[config.mk]
export PLATFORM = sky130hd
export DESIGN_NAME = board_move_ctrl
export DESIGN_NICKNAME = d
export VERILOG_FILES = /design/src/rtl/gobang_pkg.sv /design/src/rtl/board_plane.sv /design/src/rtl/board_move_ctrl.sv
export SDC_FILE = /design/constraint.sdc
export NUM_CORES = 2
export LEC_CHECK = 0
export CORE_AREA = 5 5 272 274
export DETAILED_ROUTE_END_ITERATION = 8
export DIE_AREA = 0 0 277 279
export PLACE_DENSITY = 0.71
export SETUP_SLACK_MARGIN = 0.15
export SKIP_CTS_REPAIR_TIMING = 1
export SYNTH_ARGS = -nofsm -noshare
export SYNTH_HDL_FRONTEND = slang
export SYNTH_HIERARCHICAL = 1
export SYNTH_SLANG_ARGS = --single-unit
[constraint.sdc]
create_clock -name clk -period 9.2 [get_ports clk]
set_input_delay 0.92 -clock clk [delete_from_list [all_inputs] [get_ports clk]]
set_output_delay 0.92 -clock clk [all_outputs]
set_load 0.005 [all_outputs]
[src/rtl/gobang_pkg.sv]
// Shared constants, encodings and index helper for the 15x15 five-in-a-row board.
// Used by the move controller and its plane registers.
package gobang_pkg;

  localparam int BOARD_N = 15;
  localparam int CELLS   = BOARD_N * BOARD_N;
  localparam int IDX_W   = 8;

  typedef enum logic {
    BLACK = 1'b0,
    WHITE = 1'b1
  } player_e;

  typedef enum logic [1:0] {
    S_IDLE  = 2'd0,
    S_CHECK = 2'd1,
    S_OVER  = 2'd2
  } state_e;

  function automatic logic [IDX_W-1:0] cell_idx(input logic [3:0] row, input logic [3:0] col);
    return IDX_W'(row) * IDX_W'(BOARD_N) + IDX_W'(col);
  endfunction

endpackage

[src/rtl/board_plane.sv]
// One occupancy plane of the board: a CELLS-wide register whose bits are only ever set,
// cleared as a whole by reset or by a new game.
module board_plane
  import gobang_pkg::*;
(
  input  logic             clk,
  input  logic             rst,
  input  logic             clr,
  input  logic             we,
  input  logic [IDX_W-1:0] idx,
  output logic [CELLS-1:0] plane
);

  logic [CELLS-1:0] plane_q;

  // NOTE: sequential state uses non-blocking assignments so every register samples pre-edge values.
  always_ff @(posedge clk or posedge rst) begin
    if (rst) begin
      plane_q <= '0;
    end else if (clr) begin
      plane_q <= '0;
    end else if (we) begin
      plane_q[idx] <= 1'b1;
    end
  end

  assign plane = plane_q;

endmodule

[src/rtl/board_move_ctrl.sv]
// Move controller: validates requests, places stones, drives the four line checkers
// for one cycle and then alternates turns or ends the game.
module board_move_ctrl
  import gobang_pkg::*;
(
  input  logic             clk,
  input  logic             rst,
  input  logic             new_game,
  input  logic             move_valid,
  input  logic [3:0]       move_row,
  input  logic [3:0]       move_col,
  output logic             move_ready,
  output logic             move_reject,
  output logic             move_done,
  output logic [3:0]       chk_row,
  output logic [3:0]       chk_col,
  output logic [CELLS-1:0] chk_ch,
  input  logic             win_h,
  input  logic             win_v,
  input  logic             win_d1,
  input  logic             win_d2,
  output logic [CELLS-1:0] black_ch,
  output logic [CELLS-1:0] white_ch,
  output logic             turn,
  output logic [7:0]       move_count,
  output logic             game_over,
  output logic             winner,
  output logic             draw
);

  state_e     state_q;
  player_e    turn_q;
  logic [7:0] count_q;
  logic [3:0] chk_row_q, chk_col_q;
  logic       reject_q, done_q, over_q, winner_q, draw_q;

  logic [CELLS-1:0] occ;
  logic [IDX_W-1:0] idx, idx_safe;
  logic             in_range, legal, accept, win_any;
  logic [7:0]       count_d;

  assign occ      = black_ch | white_ch;
  assign in_range = (move_row < 4'(BOARD_N)) && (move_col < 4'(BOARD_N));
  assign idx      = cell_idx(move_row, move_col);
  // Out-of-range requests look up cell 0 instead, and are rejected by in_range anyway.
  assign idx_safe = in_range ? idx : '0;
  assign legal    = in_range && !occ[idx_safe];
  assign accept   = (state_q == S_IDLE) && move_valid && legal && !new_game;
  assign win_any  = win_h | win_v | win_d1 | win_d2;
  assign count_d  = count_q + 8'd1;

  board_plane u_black (
    .clk   (clk),
    .rst   (rst),
    .clr   (new_game),
    .we    (accept && (turn_q == BLACK)),
    .idx   (idx_safe),
    .plane (black_ch)
  );

  board_plane u_white (
    .clk   (clk),
    .rst   (rst),
    .clr   (new_game),
    .we    (accept && (turn_q == WHITE)),
    .idx   (idx_safe),
    .plane (white_ch)
  );

  always_ff @(posedge clk or posedge rst) begin
    if (rst) begin
      state_q   <= S_IDLE;
      turn_q    <= BLACK;
      count_q   <= '0;
      chk_row_q <= '0;
      chk_col_q <= '0;
      reject_q  <= 1'b0;
      done_q    <= 1'b0;
      over_q    <= 1'b0;
      winner_q  <= 1'b0;
      draw_q    <= 1'b0;
    end else if (new_game) begin
      state_q   <= S_IDLE;
      turn_q    <= BLACK;
      count_q   <= '0;
      chk_row_q <= '0;
      chk_col_q <= '0;
      reject_q  <= 1'b0;
      done_q    <= 1'b0;
      over_q    <= 1'b0;
      winner_q  <= 1'b0;
      draw_q    <= 1'b0;
    end else begin
      reject_q <= 1'b0;
      done_q   <= 1'b0;
      unique case (state_q)
        S_IDLE: begin
          if (move_valid) begin
            if (legal) begin
              chk_row_q <= move_row;
              chk_col_q <= move_col;
              state_q   <= S_CHECK;
            end else begin
              reject_q <= 1'b1;
            end
          end
        end
        S_CHECK: begin
          // Checkers have settled on the plane holding the new stone; a win outranks a full board.
          done_q  <= 1'b1;
          count_q <= count_d;
          if (win_any) begin
            over_q   <= 1'b1;
            winner_q <= turn_q;
            state_q  <= S_OVER;
          end else if (count_d == 8'(CELLS)) begin
            over_q  <= 1'b1;
            draw_q  <= 1'b1;
            state_q <= S_OVER;
          end else begin
            turn_q  <= player_e'(~turn_q);
            state_q <= S_IDLE;
          end
        end
        S_OVER: begin
          if (move_valid) reject_q <= 1'b1;
        end
        default: state_q <= S_IDLE;
      endcase
    end
  end

  assign move_ready  = (state_q == S_IDLE);
  assign move_reject = reject_q;
  assign move_done   = done_q;
  assign chk_row     = chk_row_q;
  assign chk_col     = chk_col_q;
  assign chk_ch      = (turn_q == WHITE) ? white_ch : black_ch;
  assign turn        = turn_q;
  assign move_count  = count_q;
  assign game_over   = over_q;
  assign winner      = winner_q;
  assign draw        = draw_q;

endmodule

# Word-level counts from Yosys, hierarchy flattened
# Cells that the tools add are included.
dict set report classes {
  n_addsub 2
  mul 1
  div 0
  n_lt_le_gt_ge 4
  eq_ne 8
  shifts 0
  muxes 47
  bitwise 7
  n_reduce_logical 26
}
# op count
set op_table {}
lappend op_table {{$mux 225} 5}
lappend op_table {{$or 225x225->225} 3}
lappend op_table {{$mux 4} 8}
lappend op_table {{$mux 8} 3}
lappend op_table {{$mux 1} 22}
lappend op_table {{$reduce_bool 2->1} 8}
lappend op_table {{$reduce_and 3->1} 4}
lappend op_table {{$mux 2} 5}
lappend op_table {{$lt 8x9->1 const B} 1}
lappend op_table {{$add 8x1->8 const B} 1}
lappend op_table {{$add 8x4->8} 1}
lappend op_table {{$bmux 1 s8} 1}
lappend op_table {{$demux 1 s8} 1}
lappend op_table {{$eq 8x8->1 const B} 1}
lappend op_table {{$ge 8x1->1 const B} 1}
lappend op_table {{$logic_and 1x1->1} 8}
lappend op_table {{$lt 4x4->1 const B} 2}
lappend op_table {{$mul 4x4->8 const B} 1}
lappend op_table {{$ne 2x2->1 const B} 3}
lappend op_table {{$pmux 2 s3} 1}
lappend op_table {{$reduce_and 2->1} 2}
lappend op_table {{$ne 3x2->1 const B} 1}
lappend op_table {{$ne 3x3->1 const B} 1}
lappend op_table {{$or 1x1->1} 3}
lappend op_table {{7 further kinds} 8}
dict set report word_totals {
  regBits 474
  latch_bits 0
  ram_bits 0
  rom_bits 0
  in_bits 16
  out_inout_bits 698
  mem_count 0
}

# Depth between registers and ports, before layout
dict set report logic_depth {
  ltp_word 12
  ltp_mapped 21
}

# By module
# The synthesis kept the hierarchy.
# module n_inst cells_each area_per_inst_um2 seq_area_each_um2
set modules_own_cells {}
lappend modules_own_cells {{board_plane (u_white)} 1 823 10465.0 5630.4}
lappend modules_own_cells {{board_plane (u_black)} 1 822 10060.9 5630.4}
lappend modules_own_cells {board_move_ctrl 1 946 7213.2 600.6}

# Least setup slack after synthesis
# No wires, ideal clock.
dict set report synth_path {
  path_kind {input -> register}
  start {input port move_row[0]}
  end {register u_black.plane_q[128], in the netlist u_black/plane[128]}
  setup_ns 0.104
  t_arrival_ns 5.708
  t_required_ns 9.096
  slack_ns 3.389
  cell_stages 21
  path_cell_list {fa_1 fa_1 inv_1 fa_1 inv_1 ha_1 nand2b_2 a211oi_1 o21ai_0 a211o_1 and2_4 inv_1 nor4_1 a32oi_1 nand3_1 nor2_1 or3b_1 clkbuf_1 buf_6 buf_6 o41ai_2}
}
dict set report synth_between {
  elab_chain_cells 11
  elab_cells_between_ends 21
}
# item line
set synth_lines {}
lappend synth_lines {{start: declaration} board_move_ctrl.sv:10} ;# input logic [3:0] move_row,
lappend synth_lines {{$mul 4x4->8 or $lt 4x4->1 (tied branches)} {gobang_pkg.sv:21, board_move_ctrl.sv:43}}
lappend synth_lines {{$add 8x4->8 or $logic_and 1x1->1 (tied branches)} {gobang_pkg.sv:21, board_move_ctrl.sv:43}}
lappend synth_lines {{$mux 8 *} board_move_ctrl.sv:46} ;# assign idx_safe = in_range ? idx : '0;
lappend synth_lines {{named net idx_safe[7]} board_move_ctrl.sv:38} ;# logic [IDX_W-1:0] idx, idx_safe;
lappend synth_lines {{$bmux 1 s8} board_move_ctrl.sv:47} ;# assign legal = in_range && !occ[idx_safe];
lappend synth_lines {{$mux 1 (implied by the code)} board_move_ctrl.sv:47}
lappend synth_lines {{$logic_not 1->1} board_move_ctrl.sv:47}
lappend synth_lines {{$logic_and 1x1->1} board_move_ctrl.sv:47}
lappend synth_lines {{$logic_and 1x1->1 (2 in series)} board_move_ctrl.sv:48} ;# assign accept = (state_q == S_IDLE) && move_valid && legal && !new_game;
lappend synth_lines {{$logic_and 1x1->1} board_move_ctrl.sv:56} ;# .we (accept && (turn_q == BLACK)),
lappend synth_lines {{$reduce_bool 2->1 (no line)} n/a}
lappend synth_lines {{end signal: assignment} board_plane.sv:19} ;# plane_q <= '0;
lappend synth_lines {{end signal: assignment} board_plane.sv:21} ;# plane_q <= '0;
lappend synth_lines {{end signal: indexed assignment} board_plane.sv:23} ;# plane_q[idx] <= 1'b1;
lappend synth_lines {{end: declaration} board_plane.sv:14} ;# logic [CELLS-1:0] plane_q;
# Mark *: on every way through the listed nets, which the timed path passes. The rest lies on a longest branch. The select of a mux whose other input is x is not followed.
# A chain may end at the register's enable or synchronous reset.

# Worst setup path after layout
dict set report layout_path {
  start {input port move_row[2]}
  end {register u_black.plane_q[11], in the netlist u_black/plane[11]}
}
# Same word-level chain as after synthesis.

==> flow_metrics.env <==
export IMPL_cts_bufs_inserted=52
export IMPL_finish_net_count=3149
export IMPL_fin_ws_ps=1060
export IMPL_synth_net_count=2633
export IMPL_final_antenna_net_count=0
export IMPL_clk_path_buf_depth=3
export IMPL_synth_top_flop_cell="sky130_fd_sc_hd__dfrtp_1"
export IMPL_crit_path_max_incr_delay_ps=920
export IMPL_seq_power_share_pct=30.2
export IMPL_place_worst_setup_slack_ps=769
export IMPL_worst_path_max_fanout=48
export IMPL_clock_skew_final_ps=20.7
export IMPL_grt_antenna_before_repair=8
export IMPL_number_of_global_route_vias_before_repair=25502
export IMPL_core_area_sq_um=71100
export IMPL_worstPathRequired_ps=9680
export IMPL_netlist_area_sq_um=27700
export IMPL_detailedPlacementHpwl_um=86400
export IMPL_route_met2_wl_um=62200
export IMPL_critical_path_origin="move_row[2]"
export IMPL_clk_pin_slew_worst_paths_ps=60
export IMPL_drt_met1_wl_um=53400
export IMPL_worst_setup_path_type="in2reg"
export IMPL_maxSlewViolCount=0
export IMPL_dieArea_sq_um=77300
export IMPL_critical_path_endpoint="u_black/plane[11]$_DFFE_PP0P_"
export IMPL_pre_antenna_drt_iters=5
export IMPL_leakagePower_nw=14.9
export IMPL_r2r_cell_count=11
export IMPL_internal_power_mw=3.89
export IMPL_highest_layer="met5"
export IMPL_max_freq_mhz=123
export IMPL_fin_crit_sh_pct=88.4
export IMPL_numPortBuffers=713
export IMPL_wirelength_um=132000
export IMPL_clock_sinks=474
export IMPL_hold_viol=0
export IMPL_setup_total_negative_slack_ps=0
export IMPL_worstReg2RegEnd="u_black/plane[11]$_DFFE_PP0P_"
export IMPL_groute_usage_overall_pct=32.4
export IMPL_vias_per_cell=6.34
export IMPL_grt_pass1_wl_um=190000
export IMPL_dieWidth_um=277
export IMPL_sequence_of_cells_on_the_critical_path="clkdlybuf4s50_1, fa_1, fa_1, inv_1, fa_1, inv_1, ha_1, xnor2_2, buf_4, nand3_2, inv_2, a31oi_1, o211ai_1, nand4b_1, a32oi_1, nand3_1, nor2_1, nand3_4, o41ai_1"
export IMPL_start_util_pct=39.0
export IMPL_worst_pin_slew_ps=1420
export IMPL_crit_path_frequent_cell="sky130_fd_sc_hd__fa_1"
export IMPL_rows=98
export IMPL_crit_path_end_kind="flop"
export IMPL_power_density_nw_per_um2=193
export IMPL_ys_seq_area_share_pct=42.8
export IMPL_comb_power_share_pct=38.7
export IMPL_rsz_0062_raised_after_global_routing="false"
export IMPL_drcViolationCount=0
export IMPL_avgSynthCellArea_sq_um=10.7
export IMPL_hold_crit_path_type="reg2reg"
export IMPL_route_met3_wl_um=11700
export IMPL_setup_viol=0
export IMPL_number_of_synthesized_flops_with_an_enable_pin=0
export IMPL_endpoint_arrival_time_on_the_critical_path_ps=8620
export IMPL_critPathLaunchType="input pin"
export IMPL_ys_ff_latch=474
export IMPL_place_congestion=0.874
export IMPL_p_sw_share_pct=45.5
export IMPL_gr_total_overflow=0
export IMPL_first_iter_violations=2892
export IMPL_peakVddDrop_v=0.000350
export IMPL_async_flop_share_pct=100
export IMPL_depth_of_the_cts_h_tree=2
export IMPL_maxCapViolCount=0
export IMPL_reg2reg_from="u_black/plane[36]$_DFFE_PP0P_"
export IMPL_detailed_place_area_sq_um=35200
export IMPL_pwr_share_clk_pct=31.1
export IMPL_dieHeight_um=279
export IMPL_final_instance_area_sq_um=37000
export IMPL_grt_max_degree=240
export IMPL_ff2ff_setup_slack_ps=4030
export IMPL_num_vias=25992
export IMPL_ctsRootBufferMaster="sky130_fd_sc_hd__clkbuf_16"
export IMPL_layout_cells_sized_above_1_pct=17.9
export IMPL_final_period_minus_worst_setup_slack_ps=8140
export IMPL_dr_wl_cell_um=32.2
export IMPL_syn2layout_area_growth_pct=33.3
export IMPL_power_switching_mw=3.24
export IMPL_synth_warn=6
export IMPL_clk_insertion_delay_late_ps=620
export IMPL_worst_slew_margin_rel_pct=3.99
export IMPL_synthesis_instances=2591
export IMPL_clock_tree_from_tritoncts="done"
export IMPL_result_of_the_run="finished clean"
export IMPL_timing_critical_path_slowest_stage_cell="sky130_fd_sc_hd__nand3_4"
export IMPL_netlist_cell_type_count=78
export IMPL_final_util_pct=52.0
export IMPL_design_portCount=714
final cells by class:
cell class | instances | area (sq um)
multi-input cells | 1749 | 14300
clock inverters | 25 | 290
flip-flops and latches | 474 | 11900
inverters | 64 | 260
repair buffers | 766 | 7590
well taps | 950 | 1190
fillers | 6372 | 34100
diodes | 2 | 5.00
clock buffers | 72 | 1510
cell usage after synthesis (5+ instances only):
master | number | area, sq um
sky130_fd_sc_hd__a211o_1 | 5 | 43.8
sky130_fd_sc_hd__a211oi_1 | 27 | 203
sky130_fd_sc_hd__a21oi_1 | 59 | 295
sky130_fd_sc_hd__a311oi_1 | 5 | 43.8
sky130_fd_sc_hd__a31oi_1 | 10 | 62.6
sky130_fd_sc_hd__buf_1 | 21 | 78.8
sky130_fd_sc_hd__buf_2 | 82 | 410
sky130_fd_sc_hd__buf_4 | 8 | 60.1
sky130_fd_sc_hd__buf_6 | 29 | 327
sky130_fd_sc_hd__clkbuf_1 | 162 | 608
sky130_fd_sc_hd__dfrtp_1 | 474 | 11900
sky130_fd_sc_hd__fa_1 | 7 | 140
sky130_fd_sc_hd__ha_1 | 19 | 238
sky130_fd_sc_hd__inv_1 | 62 | 233
sky130_fd_sc_hd__mux2_2 | 225 | 2530
sky130_fd_sc_hd__nand2_1 | 32 | 120
sky130_fd_sc_hd__nand2b_1 | 433 | 2710
sky130_fd_sc_hd__nand3_1 | 11 | 55.1
sky130_fd_sc_hd__nand3b_1 | 13 | 97.6
sky130_fd_sc_hd__nand4_1 | 14 | 87.6
sky130_fd_sc_hd__nor2_1 | 126 | 473
sky130_fd_sc_hd__nor3_1 | 69 | 345
sky130_fd_sc_hd__nor4_1 | 9 | 56.3
sky130_fd_sc_hd__o21ai_0 | 90 | 450
sky130_fd_sc_hd__o22ai_1 | 10 | 62.6
sky130_fd_sc_hd__o31ai_1 | 25 | 188
sky130_fd_sc_hd__o32ai_1 | 37 | 324
sky130_fd_sc_hd__o41ai_1 | 266 | 2330
sky130_fd_sc_hd__o41ai_2 | 138 | 2240
sky130_fd_sc_hd__or2_2 | 5 | 31.3
sky130_fd_sc_hd__or3_1 | 13 | 81.3
sky130_fd_sc_hd__or3b_1 | 7 | 61.3
sky130_fd_sc_hd__or3b_2 | 7 | 61.3
sky130_fd_sc_hd__xnor2_1 | 5 | 43.8
sky130_fd_sc_hd__xor2_1 | 9 | 78.8
power groups by stage:
stage | registers (mW) | logic (mW) | clock network [mW]
2_1_floorplan | 2.18 | 1.63 | 0
3_3_place_gp | 2.19 | 2.67 | 0
3_5_place_dp | 2.19 | 2.68 | 0
4_1_cts | 2.15 | 2.69 | 2.24
5_1_grt | 2.15 | 2.82 | 2.32
6_report | 2.15 | 2.76 | 2.22
metal layers:
layer | up-vias | track usage (%)
li1 | 10830 | -
met1 | 13167 | 43.7
met2 | 1702 | 53.0
met3 | 285 | 6.60
met4 | 8 | 10.1
met5 | - | 0
kinds of logic (layout without fill, tap and decap cells):
logic type                 count (synthesis)  count (layout)  share of synthesized area, %
and+or+nand+nor                          770             770                          16.0
AOI/OAI and AO/OA                        711             711                          23.8
DFF                                      474             474                          42.8
buffers and inverters                    368             927                          6.34
muxes                                    226             226                          9.17
adders and majority gates                 26              26                          1.36
xor gates and xnor gates                  16              16                         0.600
other                                      0               2                             0
through the flow:
| stage | total power, mW | std cells | hold slack, ps |
|---|---|---|---|
| after floorplan | 3.80 | 2591 | 486 |
| after global placement | 4.86 | 4003 | 490 |
| after detailed placement | 4.87 | 4003 | 505 |
| after CTS | 7.07 | 4100 | 515 |
| after global routing | 7.30 | 4100 | 533 |
| final | 7.13 | 4102 | 511 |
how the worst min path moves through the flow:
stage / from / slack (ps) / cells after the start / end
floorplan: draw$_DFFE_PP0P_ / 490 / 2 / draw$_DFFE_PP0P_
global placement: draw$_DFFE_PP0P_ / 490 / 2 / draw$_DFFE_PP0P_
detailed placement: draw$_DFFE_PP0P_ / 500 / 2 / draw$_DFFE_PP0P_
CTS: game_over$_DFFE_PP0P_ / 520 / 2 / game_over$_DFFE_PP0P_
global route: draw$_DFFE_PP0P_ / 530 / 2 / draw$_DFFE_PP0P_
finish: game_over$_DFFE_PP0P_ / 510 / 2 / game_over$_DFFE_PP0P_
cell usage in the layout (no fill, tap or decap), types with 37 or more instances in the layout:
| cell | count |
|---|---|
| sky130_fd_sc_hd__clkdlybuf4s50_1 | 712 |
| sky130_fd_sc_hd__dfrtp_1 | 473 |
| sky130_fd_sc_hd__nand2b_1 | 424 |
| sky130_fd_sc_hd__o41ai_1 | 266 |
| sky130_fd_sc_hd__mux2_2 | 225 |
| sky130_fd_sc_hd__o41ai_2 | 138 |
| sky130_fd_sc_hd__nor2_1 | 124 |
| sky130_fd_sc_hd__o21ai_0 | 90 |
| sky130_fd_sc_hd__nor3_1 | 69 |
| sky130_fd_sc_hd__inv_1 | 60 |
| sky130_fd_sc_hd__a21oi_1 | 59 |
| sky130_fd_sc_hd__clkbuf_16 | 52 |
| sky130_fd_sc_hd__buf_4 | 49 |
| sky130_fd_sc_hd__o32ai_1 | 37 |
flip-flops by register name (all words and copies together), names as in the netlist:
| register | cells |
|---|---|
| chk_col | 4 |
| chk_row | 4 |
| draw | 1 |
| game_over | 1 |
| move_count | 8 |
| move_done | 1 |
| move_reject | 1 |
| state_q | 2 |
| turn | 1 |
| u_black/plane | 225 |
| u_white/plane | 225 |
| winner | 1 |
critical path: cells and delay by family:
| family | cells | cell delay (ps) |
|---|---|---|
| and+or+nand+nor | 5 | 2160 |
| buffers and inverters | 5 | 1620 |
| AOI/OAI and AO/OA | 4 | 1680 |
| xor gates and xnor gates | 1 | 190 |
| adders and majority gates | 4 | 1940 |
Power figures use the tool's default switching activity.
